**src/rtl/pipeline_imem_resp.sv**
```systemverilog
// Instruction-fetch responder: serves the IF-stage PC from a single buffered line and
// refills that line word-by-word over a req/ack memory bus on a miss.
module pipeline_imem_resp #(
  parameter int LINE_WORDS = 4
) (
  input  logic        clk,
  input  logic        reset,
  input  logic [31:0] pc,
  input  logic        flush,
  output logic [31:0] instr,
  output logic        instr_valid,
  output logic        stall,
  output logic        misalign,
  output logic        mem_req,
  output logic [31:0] mem_addr,
  input  logic        mem_ack,
  input  logic [31:0] mem_rdata
);

  localparam int WORD_BITS = $clog2(LINE_WORDS);
  localparam int OFF       = WORD_BITS + 2;

  typedef enum logic [1:0] {
    IDLE,
    FILL,
    DRAIN
  } state_t;

  state_t               state, state_next;
  logic                 line_valid;
  logic [31:OFF]        line_tag;
  logic [WORD_BITS-1:0] counter;
  logic [31:0]          line_buf [LINE_WORDS];

  logic [31:OFF]        tag;
  logic [WORD_BITS-1:0] word;
  logic                 hit;
  logic                 last_word;
  logic                 start_fill;
  logic                 accept;

  assign tag        = pc[31:OFF];
  assign word       = pc[OFF-1:2];
  assign misalign   = (pc[1:0] != 2'b00);
  assign hit        = line_valid && (tag == line_tag) && !misalign;
  assign last_word  = (counter == WORD_BITS'(LINE_WORDS - 1));
  assign start_fill = (state == IDLE) && !hit && !misalign && !flush;
  // A word is kept only if the fill is still live; a flush on the ack cycle discards it.
  assign accept     = (state == FILL) && mem_ack && !flush;
  assign mem_req    = (state != IDLE);

  // NOTE: every output gets a default before the branches so no latch is inferred.
  always_comb begin
    instr       = 32'h0;
    instr_valid = 1'b0;
    stall       = 1'b0;
    if (reset) begin
      if (state != IDLE) begin
        stall = 1'b1;
      end else if (hit) begin
        instr       = line_buf[word];
        instr_valid = 1'b1;
      end else if (!misalign) begin
        stall = 1'b1;
      end
    end
  end

  always_comb begin
    state_next = state;
    unique case (state)
      IDLE: begin
        if (start_fill) state_next = FILL;
      end
      FILL: begin
        if (mem_ack) begin
          if (flush || last_word) state_next = IDLE;
        end else if (flush) begin
          state_next = DRAIN;
        end
      end
      DRAIN: begin
        if (mem_ack) state_next = IDLE;
      end
      default: state_next = IDLE;
    endcase
  end

  // NOTE: sequential state uses non-blocking assignments so every register sees pre-edge values.
  always_ff @(posedge clk) begin
    if (!reset) begin
      state <= IDLE;
    end else begin
      state <= state_next;
    end
  end

  always_ff @(posedge clk) begin
    if (!reset) begin
      line_valid <= 1'b0;
      line_tag   <= '0;
      counter    <= '0;
      mem_addr   <= 32'h0;
    end else if (start_fill) begin
      line_valid <= 1'b0;
      line_tag   <= tag;
      counter    <= '0;
      mem_addr   <= {tag, {OFF{1'b0}}};
    end else if (accept) begin
      if (last_word) begin
        line_valid <= 1'b1;
      end else begin
        counter  <= counter + 1'b1;
        mem_addr <= mem_addr + 32'd4;
      end
    end
  end

  // NOTE: the line storage has no reset; line_valid alone guards its contents.
  always_ff @(posedge clk) begin
    if (accept) begin
      line_buf[counter] <= mem_rdata;
    end
  end

endmodule

```
**config.mk**
```make
export PLATFORM = sky130hd
export DESIGN_NAME = pipeline_imem_resp
export DESIGN_NICKNAME = d
export VERILOG_FILES = /design/src/rtl/pipeline_imem_resp.sv
export SDC_FILE = /design/constraint.sdc
export NUM_CORES = 1
export LEC_CHECK = 0
export CAP_MARGIN = 20
export CORE_ASPECT_RATIO = 1.75
export CORE_UTILIZATION = 50
export DETAILED_ROUTE_END_ITERATION = 7
export PLACE_DENSITY_LB_ADDON = 0.1
export SYNTH_ARGS = -nofsm -noshare
export SYNTH_HDL_FRONTEND = slang
export SYNTH_SLANG_ARGS = --single-unit
```
**constraint.sdc**
```tcl
create_clock -name clk -period 3 [get_ports clk]
set_input_delay 0.6 -clock clk [delete_from_list [all_inputs] [get_ports clk]]
set_output_delay 0.6 -clock clk [all_outputs]
set_load 0.02 [all_outputs]
```
==> out/metrics.yaml, run 1 <==
clock_latency_ns: 0.43
fin_nets: 859
die_x_um: 98.3
setup_violations: 32
required_ns: 2.40
ctsLongestPathBuffers: 2
ant_nets: 0
post_drt_via_cell_ratio: 5.69
synth_edf_count: 128
clock_power_share: 0.399
cts_buffers: 17
drc: 3
first_pass_iters: 8
hold_buffers: 0
syn_area_per_cell_um2: 13.1
grt_util_met1: 0.251
holdWs_ns: 0.467
grt-busiest-layer: "met2"
cts_root_buf: "clkbuf_16"
post_drt_wl_per_cell_um: 19.8
setup_ws_ns: -0.0663
clk_pin_slew_worst_paths_ns: 0.08
hp-class: "in -> reg"
slew_violations: 0
dieArea_um2: 16800
ys_ff_latch: 191
rsz0062_at_grt: "yes"
h-tree-depth: 4
comb_power_share: 0.078
cts_tree: "done"
stdcell_count: 988
gp_congestion: 0.847
power_density_nw_per_um2: 503
syn2layout_area_growth_pct: 33.9
post_synth_num_cell_types: 50
ys_warn_count: 0
vias: 5618
critical_path_buf_inv_count: 4
grt_use_met2: 0.452
placed_cells: 949
status: "finished with violations"
drtIter0Drc: 182
cpPeakStageDelay_ns: 0.36
grt_usage: 0.244
critPathLaunchType: "primary input"
pin_count: 136
ys.flop_type: "edfxtp_1"
antenna_found_initial: 0
cpLargestDelayFamily: "simple AND/OR/NAND/NOR gates"
nFillCells: 1173
hold_viol_final: 0
fin_skew_ns: 0.0156
ys_seq_area_frac: 0.629
grt_max_degree: 48
async_reset_ff_frac: 0
p_switching_mw: 1.30
dp_worst_setup_slack_ns: -0.918
fmax_mhz: 326
initial_utilization: 0.511
max-vdd-ir-drop_uv: 375
end_kind: "output pin"
violations: "design-rule violations, negative setup slack"
p_int_mw: 4.17
path_max_fanout: 8
dp_hpwl_um: 13100
netlist_area_um2: 8120
switching_share: 0.237
cts_num_sinks: 191
p_leak_nw: 3.74
path_cells: "clkdlybuf4s15_1 -> xnor2_1 -> nand3_2 -> nor4_4 -> and2_4 -> nand3_4 -> buf_12 -> buf_12 -> nor2b_2 -> buf_4"
seqPwrFrac: 0.524
fin_crit_sh: 1.02
setup_tns_ns: -1.22
diodes: 0
port_buffers: 133
cp_common_cell: "buf_12"
wirelength_um: 19600
grt_pass1_wl_um: 30600
period_minus_slack_ns: 3.07
grt_pass1_vias: 5863
finalPower_mw: 5.47
arrival_ns: 2.47
grt-ovfl-total: 0
die_y_um: 171
crit_cells: 10
rows: 61
cap_violations: 0
use_met3: 0.0547
whs_path_depth: 3
cp_slowest_cell: "nor4_4"
core_um2: 15900
synthCells: 618
layout-drive-gt1-share: 0.282
critPathKind: "in -> out"
reg2reg_depth: 9
-- timing repair --
| item | CTS | global route |
|---|---|---|
| gates resized for setup | 270 | 45 |
| setup endpoints to repair | 34 | 34 |
| buffers inserted | 5 | 1 |
| hold endpoints to repair | 0 | 0 |
| pin swaps | 27 | 2 |
| gates cloned | 4 | 0 |
-- per-layer routing --
| metal | vias up | share of wire |
|---|---|---|
| met2 | 167 | 0.56 |
| met5 | - | 0 |
| met1 | 2762 | 0.35 |
| met4 | 0 | 0.045 |
| met3 | 44 | 0.046 |
| li1 | 2645 | - |
-- registers in the layout, summed over array words and instances, names as in the netlist --
| register | count |
|---|---|
| state | 2 |
| line_tag | 28 |
| counter | 2 |
| line_valid | 1 |
| line_buf | 128 |
| mem_addr | 30 |
-- power groups by stage --
| stage | clock network (mW) | registers, mW | logic [mW] |
|---|---|---|---|
| after CTS | 2.22 | 2.86 | 0.422 |
| after global placement | 0 | 2.92 | 0.410 |
| after detailed placement | 0 | 2.92 | 0.418 |
| after global routing | 2.31 | 2.87 | 0.452 |
| final | 2.18 | 2.86 | 0.424 |
| after floorplan | 0 | 2.93 | 0.174 |
-- through the flow --
| stage | area (um^2) | util |
|---|---|---|
| after floorplan | 8120 | - |
| after global placement | 9980 | 0.628 |
| after detailed placement | 9980 | 0.628 |
| after CTS | 10800 | 0.678 |
| after global routing | 10900 | 0.685 |
| final | 10900 | 0.685 |
-- synth_stat cells, types with 2 or more instances --
cell       number  area (um^2)
a21oi_1        57          285
a221oi_1        3         26.3
a2bb2oi_1       4         35.0
a31oi_1         6         37.5
a41oi_1         2         17.5
and2_1          5         31.3
and3_1          4         25.0
buf_1           4         15.0
buf_2           9         45.0
buf_4           4         30.0
clkbuf_1       18         67.6
dfxtp_1        63         1260
edfxtp_1      128         3840
ha_1            5         62.6
inv_1           6         22.5
mux4_2         32          721
nand2_1        80          300
nand3_1        29          145
nand3b_1        2         15.0
nand4_1        16          100
nor2_1         15         56.3
nor2b_1        35          219
nor3_1          7         35.0
nor3_4          2         32.5
nor4_1          4         25.0
o211ai_1        5         37.5
o21ai_0         6         30.0
o311ai_0        4         35.0
or2_2           2         12.5
or3_1           5         31.3
or4_1           2         15.0
xnor2_1        34          298
xor2_1          3         26.3
-- placed cells by master (no fill, tap or decap), types with 6 or more instances in the layout --
master / instances
edfxtp_1: 128
nand2_1: 80
clkdlybuf4s50_1: 69
a21oi_1: 56
dfxtp_1: 56
buf_4: 52
mux4_2: 32
nand3_1: 27
xnor2_1: 20
nor2b_1: 18
clkbuf_16: 17
nand4_1: 16
buf_6: 16
nor2_1: 15
xnor2_2: 14
nor2b_4: 14
buf_12: 14
dlygate4sd2_1: 11
buf_2: 11
nor3_1: 7
dfxtp_2: 7
o21ai_0: 6
a31oi_1: 6
inv_8: 6
-- worst paths after layout --
check / from / end / slack (ns)
setup / recovery: pc[13] / instr[21] / -0.07
hold / removal: pc[23] / line_tag[23]$_SDFFE_PN0P_ / 0.47
setup reg to reg: line_tag[25]$_SDFFE_PN0P_ / mem_addr[24]$_SDFFE_PN0P_ / 0.74
hold reg to reg: line_tag[9]$_SDFFE_PN0P_ / line_tag[9]$_SDFFE_PN0P_ / 0.47
-- layout make-up --
class	count	area (um^2)	area share
clock inverters	14	143	0.0131
flip-flops and latches	191	5110	0.471
repair buffers	183	1820	0.167
clock buffers	18	429	0.0395
multi-input cells	386	3100	0.285
inverters	7	31.3	0.00288
well taps	189	236	0.0218
-- cell families (layout without fill, tap and decap cells) --
kind of cell	count (synthesis)	after routing	share of synthesized area
compound gates	91	91	0.0658
xor+xnor	37	37	0.0399
fa+ha+maj	5	5	0.00771
buf+inv	42	222	0.0227
flops	191	191	0.629
mux	33	33	0.0902
other cells	1	2	0.000462
simple gates	218	218	0.144
-- tightest hold or removal path, stage by stage --
cell and delay (ns):
buf_2 0.14, nand2_1 0.06, a21oi_1 0.05
Power figures use the tool's default switching activity.
==> run 2, diff against run 1 <==
--- a/config.mk
+++ b/config.mk
@@ -7,7 +7,9 @@
 export LEC_CHECK = 0
 export CAP_MARGIN = 20
 export CORE_ASPECT_RATIO = 1.75
+export CORE_MARGIN = 1
 export CORE_UTILIZATION = 50
+export CTS_CLUSTER_DIAMETER = 50
 export DETAILED_ROUTE_END_ITERATION = 7
 export PLACE_DENSITY_LB_ADDON = 0.1
 export SYNTH_ARGS = -nofsm -noshare
==> results of run 2 <==
Same layout as run 1: the final DEF is identical, and so are final timing and power.
